===== src/rtl/arbitro_rr4_pkg.sv =====
// Shared constants for the 4-way round-robin arbiter:
// state encoding, channel/counter widths and a one-hot helper.
package arbitro_rr4_pkg;

  localparam int CH_W  = 2;
  localparam int CNT_W = 4;

  localparam logic [0:0] ST_IDLE  = 1'b0;
  localparam logic [0:0] ST_GRANT = 1'b1;

  function automatic logic [3:0] onehot(input logic [CH_W-1:0] i);
    return 4'b0001 << i;
  endfunction

endpackage


===== src/rtl/arbitro_rr4_prio.sv =====
// prio_rr4: first set bit of vec at or after start, wrapping 3->0.
// Pure combinational; found is low when vec is empty.
module prio_rr4
  import arbitro_rr4_pkg::*;
(
  input  logic [3:0]      vec,
  input  logic [CH_W-1:0] start,
  output logic [CH_W-1:0] idx,
  output logic            found
);

  logic [CH_W-1:0] pos;

  // Walk from the farthest slot back to start so the nearest hit wins.
  always_comb begin
    idx   = '0;
    pos   = '0;
    found = |vec;
    for (int k = 3; k >= 0; k--) begin
      pos = start + CH_W'(k);
      if (vec[pos]) idx = pos;
    end
  end

endmodule


===== src/rtl/arbitro_rr4.sv =====
// 4-input round-robin arbiter driving a 4:1 mux select.
// Grants are held until done, request drop, or HOLD_MAX cycles.
module arbitro_rr4
  import arbitro_rr4_pkg::*;
#(
  parameter int HOLD_MAX = 8
) (
  input  logic            clk,
  input  logic            reset_n,
  input  logic [3:0]      req,
  input  logic            done,
  output logic [CH_W-1:0] s,
  output logic [3:0]      grant,
  output logic            valid
);

  logic [0:0]       state;
  logic [CH_W-1:0]  ptr;
  logic [CNT_W-1:0] cnt;

  logic             expire;
  logic             rel;
  logic [3:0]       others;
  logic [3:0]       pvec;
  logic [CH_W-1:0]  pstart;
  logic [CH_W-1:0]  pidx;
  logic             pfound;
  logic [CH_W-1:0]  s_nxt;

  assign s_nxt  = s + CH_W'(1);
  assign expire = (cnt == CNT_W'(HOLD_MAX - 1));
  assign others = req & ~onehot(s);
  assign rel    = (state == ST_GRANT)
                & (done | ~req[s] | expire);

  // In GRANT the search skips the current owner and starts after it.
  assign pvec   = (state == ST_GRANT) ? others : req;
  assign pstart = (state == ST_GRANT) ? s_nxt : ptr;

  prio_rr4 u_prio (
    .vec   (pvec),
    .start (pstart),
    .idx   (pidx),
    .found (pfound)
  );

  always_ff @(posedge clk or negedge reset_n) begin
    if (!reset_n) begin
      state <= ST_IDLE;
      s     <= '0;
      grant <= '0;
      valid <= 1'b0;
      ptr   <= '0;
      cnt   <= '0;
    end else begin
      case (state)
        ST_IDLE: begin
          if (pfound) begin
            state <= ST_GRANT;
            s     <= pidx;
            grant <= onehot(pidx);
            valid <= 1'b1;
            cnt   <= '0;
          end
        end
        ST_GRANT: begin
          if (rel) begin
            ptr <= s_nxt;
            if (pfound) begin
              s     <= pidx;
              grant <= onehot(pidx);
              cnt   <= '0;
            end else begin
              state <= ST_IDLE;
              grant <= '0;
              valid <= 1'b0;
            end
          end else if (!expire) begin
            cnt <= cnt + CNT_W'(1);
          end
        end
        default: begin
          state <= ST_IDLE;
          grant <= '0;
          valid <= 1'b0;
        end
      endcase
    end
  end

endmodule


===== config.mk =====
export PLATFORM = sky130hd
export DESIGN_NAME = arbitro_rr4
export DESIGN_NICKNAME = d
export VERILOG_FILES = /design/src/rtl/arbitro_rr4_pkg.sv /design/src/rtl/arbitro_rr4_prio.sv /design/src/rtl/arbitro_rr4.sv
export SDC_FILE = /design/constraint.sdc
export NUM_CORES = 1
export LEC_CHECK = 0
export BUFFER_PORTS_ARGS = -buffer_cell sky130_fd_sc_hd__clkbuf_2
export CORE_AREA = 4 4 46 48
export DETAILED_ROUTE_END_ITERATION = 8
export DIE_AREA = 0 0 50 52
export GPL_ROUTABILITY_DRIVEN = 0
export PLACE_DENSITY = 0.71
export SYNTH_ARGS = -nofsm -noshare
export SYNTH_HDL_FRONTEND = slang
export SYNTH_SLANG_ARGS = --single-unit

===== constraint.sdc =====
create_clock -name clk -period 2.2 [get_ports clk]
set_input_delay 0.22 -clock clk [delete_from_list [all_inputs] [get_ports clk]]
set_output_delay 0.22 -clock clk [all_outputs]
set_load 0.01 [all_outputs]

# ---- After elaboration in Yosys (flattened, before gate mapping)
# Index checks and enable logic that the tools add are counted.
dict set report totals {
  inputBits 7
  elab_cells 68
  out_inout_bits 7
  reg_bits 14
}
dict set report op_classes {
  addsub 5
  bitwise 7
  n_eq_ne 5
  reduce_logical 4
  magnitude_cmp 5
  n_mux 34
  shift 2
}
# cell count
set ops {}
lappend ops {{$mux 4} 7}
lappend ops {{$pmux 4 s2} 2}
lappend ops {{$lt 2x3->1 const B} 5}
lappend ops {{$mux 2} 7}
lappend ops {{$bmux 1 s2} 5}
lappend ops {{$mux 1} 10}
lappend ops {{$shl 1x2->4 const A} 2}
lappend ops {{$add 2x1->2 const B} 2}
lappend ops {{$add 2x2->2 const B} 2}
lappend ops {{$add 4x1->4 const B} 1}
lappend ops {{$and 4x4->4} 1}
lappend ops {{$eq 4x3->1 const B} 1}
lappend ops {{$ne 2x2->1 const B} 2}
lappend ops {{$not 4->4} 1}
lappend ops {{$pmux 1 s2} 2}
lappend ops {{$pmux 2 s2} 1}
lappend ops {{$reduce_and 2->1} 2}
lappend ops {{$reduce_or 4->1} 1}
lappend ops {{$ne 3x2->1 const B} 1}
lappend ops {{$reduce_and 3->1} 1}
lappend ops {{$ne 2x1->1 const B} 1}
lappend ops {{$not 1->1} 2}
lappend ops {{$or 1x1->1} 2}
lappend ops {{$and 1x1->1} 1}

# ---- Longest topological paths before layout
dict set report depth {
  depth_word 14
  ltp_mapped 7
  mapped_depth_nobuf 7
}

# ---- Modules after synthesis
# Synthesis repeated with hierarchy kept, for this count alone.
dict set report hier_totals {
  hier_cells 78
  area_unflattened_um2 859.6
}
# module instances cells_each seq_area_each_um2 area_per_inst_um2
set modules_own_cells {}
lappend modules_own_cells {arbitro_rr4 1 65 350.3 782.0}
lappend modules_own_cells {prio_rr4 1 13 0.0 77.6}

# ---- Least setup slack after synthesis
# Ideal clock, no wire load.
dict set report synth_timing {
  path_kind {reg2reg}
  startpoint {register s[0]}
  endpoint {register s[0]}
  setup_time_ns 0.128
  path_slack_ns 0.310
  synth_period_minus_slack_ns 1.890
  t_arrival_ns 1.762
  stages_incl_launch_ff 8
  path_buffers 0
  required_time_ns 2.072
  path_cell_list {dfrtp_1 inv_1 ha_1 mux2i_4 nand2_1 a21oi_1 a311oi_4 mux2_1}
}
dict set report synth_via {
  elab_cells_between_ends 32
  classes_between {4 x add/sub; 1 x eq/ne; 1 x shift; 19 x mux; 6 x bitwise; 1 x reduce/logical}
}
# item line
set synth_rtl {}
lappend synth_rtl {{start, declared} arbitro_rr4.sv:12} ;# output logic [CH_W-1:0] s,
lappend synth_rtl {{start signal, assigned} arbitro_rr4.sv:60} ;# s <= pidx;
lappend synth_rtl {{start signal, assigned} arbitro_rr4.sv:70} ;# s <= pidx;
lappend synth_rtl {{$add 2x1->2 (*)} arbitro_rr4.sv:30} ;# assign s_nxt = s + CH_W'(1);
lappend synth_rtl {{net s_nxt[0]} arbitro_rr4.sv:28} ;# logic [CH_W-1:0] s_nxt;
lappend synth_rtl {{$mux 2 (*)} arbitro_rr4.sv:38} ;# assign pstart = (state == ST_GRANT) ? s_nxt : ptr;
lappend synth_rtl {{$add 2x2->2} arbitro_rr4_prio.sv:20} ;# pos = start + CH_W'(k);
lappend synth_rtl {{$bmux 1 s2} arbitro_rr4_prio.sv:21} ;# if (vec[pos]) idx = pos;
lappend synth_rtl {{$mux 1 (implied by the code)} arbitro_rr4_prio.sv:21}
lappend synth_rtl {{$mux 2 (3 in a row)} arbitro_rr4_prio.sv:21}
lappend synth_rtl {{$mux 2 (*)} arbitro_rr4_prio.sv:21}
lappend synth_rtl {{$mux 2 (*)} {arbitro_rr4.sv:58, arbitro_rr4.sv:69}}
lappend synth_rtl {{$mux 2} arbitro_rr4.sv:67} ;# if (rel) begin
lappend synth_rtl {{$pmux 2 s2 (*)} arbitro_rr4.sv:56} ;# case (state)
# The timed path passes the listed nets; every way through them passes the cells marked *. The select of a mux whose other input is x is not followed.
# A chain may end at the register's enable or synchronous reset.

# ---- Worst setup path after layout
dict set report layout_timing {
  startpoint {register s[1]}
  endpoint {register grant[1]}
}
dict set report layout_via {
  elab_cells_between_ends 36
  classes_between {4 x add/sub; 2 x eq/ne; 2 x shift; 20 x mux; 6 x bitwise; 2 x reduce/logical}
}
# item line
set layout_rtl {}
lappend layout_rtl {{$add 2x1->2 (*)} arbitro_rr4.sv:30}
lappend layout_rtl {{net s_nxt[1]} arbitro_rr4.sv:28}
lappend layout_rtl {{$mux 2 (*)} arbitro_rr4.sv:38}
lappend layout_rtl {{$add 2x2->2} arbitro_rr4_prio.sv:20}
lappend layout_rtl {{$bmux 1 s2} arbitro_rr4_prio.sv:21}
lappend layout_rtl {{$mux 1 (implied by the code)} arbitro_rr4_prio.sv:21}
lappend layout_rtl {{$mux 2 (3 in a row)} arbitro_rr4_prio.sv:21}
lappend layout_rtl {{$mux 2 (*)} arbitro_rr4_prio.sv:21}
lappend layout_rtl {{$shl 1x2->4 (*)} arbitro_rr4_pkg.sv:12} ;# return 4'b0001 << i;
lappend layout_rtl {{$mux 4} arbitro_rr4.sv:69} ;# if (pfound) begin
lappend layout_rtl {{$mux 4} arbitro_rr4.sv:67}
lappend layout_rtl {{$pmux 4 s2 (*)} arbitro_rr4.sv:56}
lappend layout_rtl {{end signal, assigned} arbitro_rr4.sv:61} ;# grant <= onehot(pidx);
lappend layout_rtl {{end signal, assigned} arbitro_rr4.sv:71} ;# grant <= onehot(pidx);
lappend layout_rtl {{end, declared} arbitro_rr4.sv:13} ;# output logic [3:0] grant,
# Marks and branches as above.

==> impl_metrics.ini <==
[global_routing]
grt_pass1_vias = 638
grt_max_degree = 15
grt_antenna_before_repair = 0
grt_pass1_wl_um = 2910
gr-total-overflow = 0
grt_use_total = 0.150

[route]
wl_per_cell_um = 13.7
first_pass_iters = 4
routed_wl_um = 1700
antenna_left = 0
drt_iter0_drc = 8
vias = 652
routed_via_density = 5.26
drcViolationCount = 0

[min_path]
hp-class = primary input to asynchronous set/reset pin

[logic_synthesis]
ys_ff_latch = 14
synth-xor-area-share = 0
synth_compound_area_frac = 0.232
yosys_warnings = 0
synth_cell_types = 37
synth_top_family_by_area = compound AO/OA/AOI/OAI gates
syn_nets = 95
synth_fa_ha_area_frac = 0.0691
synth_top_flop_cell = dfrtp_1
syn_area_per_cell_um2 = 10.9
synth_simple_gate_area_frac = 0.162
synthArstFlopShare = 1.00
syn_area_um2 = 906
ys_seq_area_frac = 0.387
synth_edf_count = 0
muxShareOfSynthArea = 0.109
syn_inst = 83

[layout]
drive_gt1_frac = 0.313
final_nets = 113
nFillCells = 148
area_growth_pct = 13.1
diodes = 0
layout_common_cells = dfrtp_1 (13), clkbuf_2 (13), inv_1 (7), nand2_1 (7)

[clocking]
tritoncts = done
cts.sinks = 14
clock_latency_ps = 270
clk_pin_slew_ps = 80
cts_max_level = 1
cts-root-buf = clkbuf_4
numCtsBuffers = 3
post_cts.repair.setup_buffers = 0
max-clock-path-buffers = 2

[floorplanning]
die_h_um = 52
fp.dieW_um = 50
num_rows = 15
core_area_um2 = 1710
die_area_um2 = 2600
io_pins = 14
start_util = 0.530

[sta]
fin_crit_sh = 0.905
final_max_slew_viol_count = 0
setup_viol = 0
rsz0062_at_grt = false
skew_ps = 1.95
fin_tns_setup_ps = 0
slew_headroom = 0.545
fin_ws_ps = 208
timing.final.crit_period_ps = 1990
max_freq_ghz = 0.502
worst_pin_slew_ps = 673
hold_violations = 0

[setup_path]
end_kind = flip-flop
crit_path_cell_trace = inv_1 -> ha_1 -> mux2i_4 -> o21ai_2 -> a21oi_1 -> o21ai_0 -> a32o_1
slowest_delay_ps = 440
crit_fanout = 5
critPathSlowestCell = dfrtp_1
cp.required_ps = 2360
r2r_slack_ps = 210
arrival_ps = 2150
worstSetupPathType = flip-flop to flip-flop
critPathLaunchType = flip-flop

[run]
cap_violations = 0

[place]
post-place-ws_ps = 190
dp_hpwl_um = 1350
placement.io_buffers = 13

[power]
vdd_drop_max_mv = 0.574
p_per_area_nw_per_um2 = 1390
total_leakage_power_nw = 0.457

[status]
status = finished clean
-- stage by stage --
step | util | instance area, µm² | cells | hold WS (ps) | total power (W)
5_1_grt | 0.600 | 1020 | 124 | 392 | 0.00155
3_5_place_dp | 0.580 | 991 | 120 | 138 | 0.00129
6_report | 0.600 | 1020 | 124 | 371 | 0.00142
3_3_place_gp | 0.580 | 991 | 120 | 142 | 0.00128
4_1_cts | 0.599 | 1020 | 124 | 380 | 0.00144
2_1_floorplan | - | 906 | 83 | -75.6 | 0.00111
-- area by class of cell --
class | instances | area [µm²] | area share
Multi-Input combinational cell | 61 | 518 | 0.505
Sequential cell | 14 | 352 | 0.343
Tap cell | 25 | 31.3 | 0.0305
Inverter | 7 | 26.3 | 0.0256
Clock buffer | 3 | 22.5 | 0.0220
Timing Repair Buffer | 14 | 75.1 | 0.0733
-- cell families (layout without fill, tap and decap cells) --
logic type / count (synthesis) / in the layout
AOI/OAI and AO/OA: 25 / 25
and+or+nand+nor: 24 / 24
adders and majority gates: 5 / 5
DFF: 14 / 14
buffers and inverters: 8 / 24
muxes: 7 / 7
-- synth_stat cells (all sizes together) (2+ instances only) --
master,count,area share
inv,7,0.029
a31oi,2,0.014
ha,5,0.069
nand2,7,0.029
mux2i,3,0.047
nor3,2,0.023
nand3,2,0.011
nor2b,2,0.014
nor2,5,0.026
dfrtp,14,0.39
a21boi,4,0.037
nand2b,2,0.022
a21oi,4,0.022
a32o,2,0.022
mux2,3,0.037
o41ai,2,0.028
o21ai,6,0.037
-- metal layers --
layer	vias to the layer above	wire length, µm	global-route usage
li1	339	-	-
met1	300	851	0.206
met2	11	774	0.224
met3	2	57	0.0344
met4	0	15	0.0691
met5	-	0	0
-- worst max-delay path, delay by kind of cell (launching register included) --
kind | cells | cell delay (ps)
compound gates | 4 | 770
flops | 1 | 440
fa+ha+maj | 1 | 330
mux | 1 | 230
buf+inv | 1 | 110
-- sequential cells by signal, indices dropped and copies added (netlist names) --
name and flops:
s 2, state 1, valid 1, ptr 2, grant 4, cnt 4
-- path summary, 6_finish.rpt --
| kind | startpoint | endpoint | cells after the start |
|---|---|---|---|
| worst min register to register | grant[2] | grant[2] | 2 |
| worst max register to register | s[1] | grant[1] | 7 |
| max in group asynchronous | reset_n | s[0] | 2 |
| worst max-delay path | s[1] | grant[1] | 7 |
| min in group clk | done | cnt[2] | 6 |
| worst min-delay path | reset_n | cnt[2] | 2 |
-- report_power, final --
part / leakage [nW] / switching (W) / internal (W)
clock: 0.0138 / 0.0000755 / 0.0000633
combinational: 0.269 / 0.000449 / 0.000379
sequential: 0.174 / 0.0000980 / 0.000357
total: 0.457 / 0.000622 / 0.000799
-- timing repair --
item	4_1_cts	5_1_grt
gates resized for setup	0	1
setup endpoints to repair	0	1
endpoints found under the hold margin	14	0
hold buffers	1	0
Note: power is estimated with default switching activity, not from simulation.
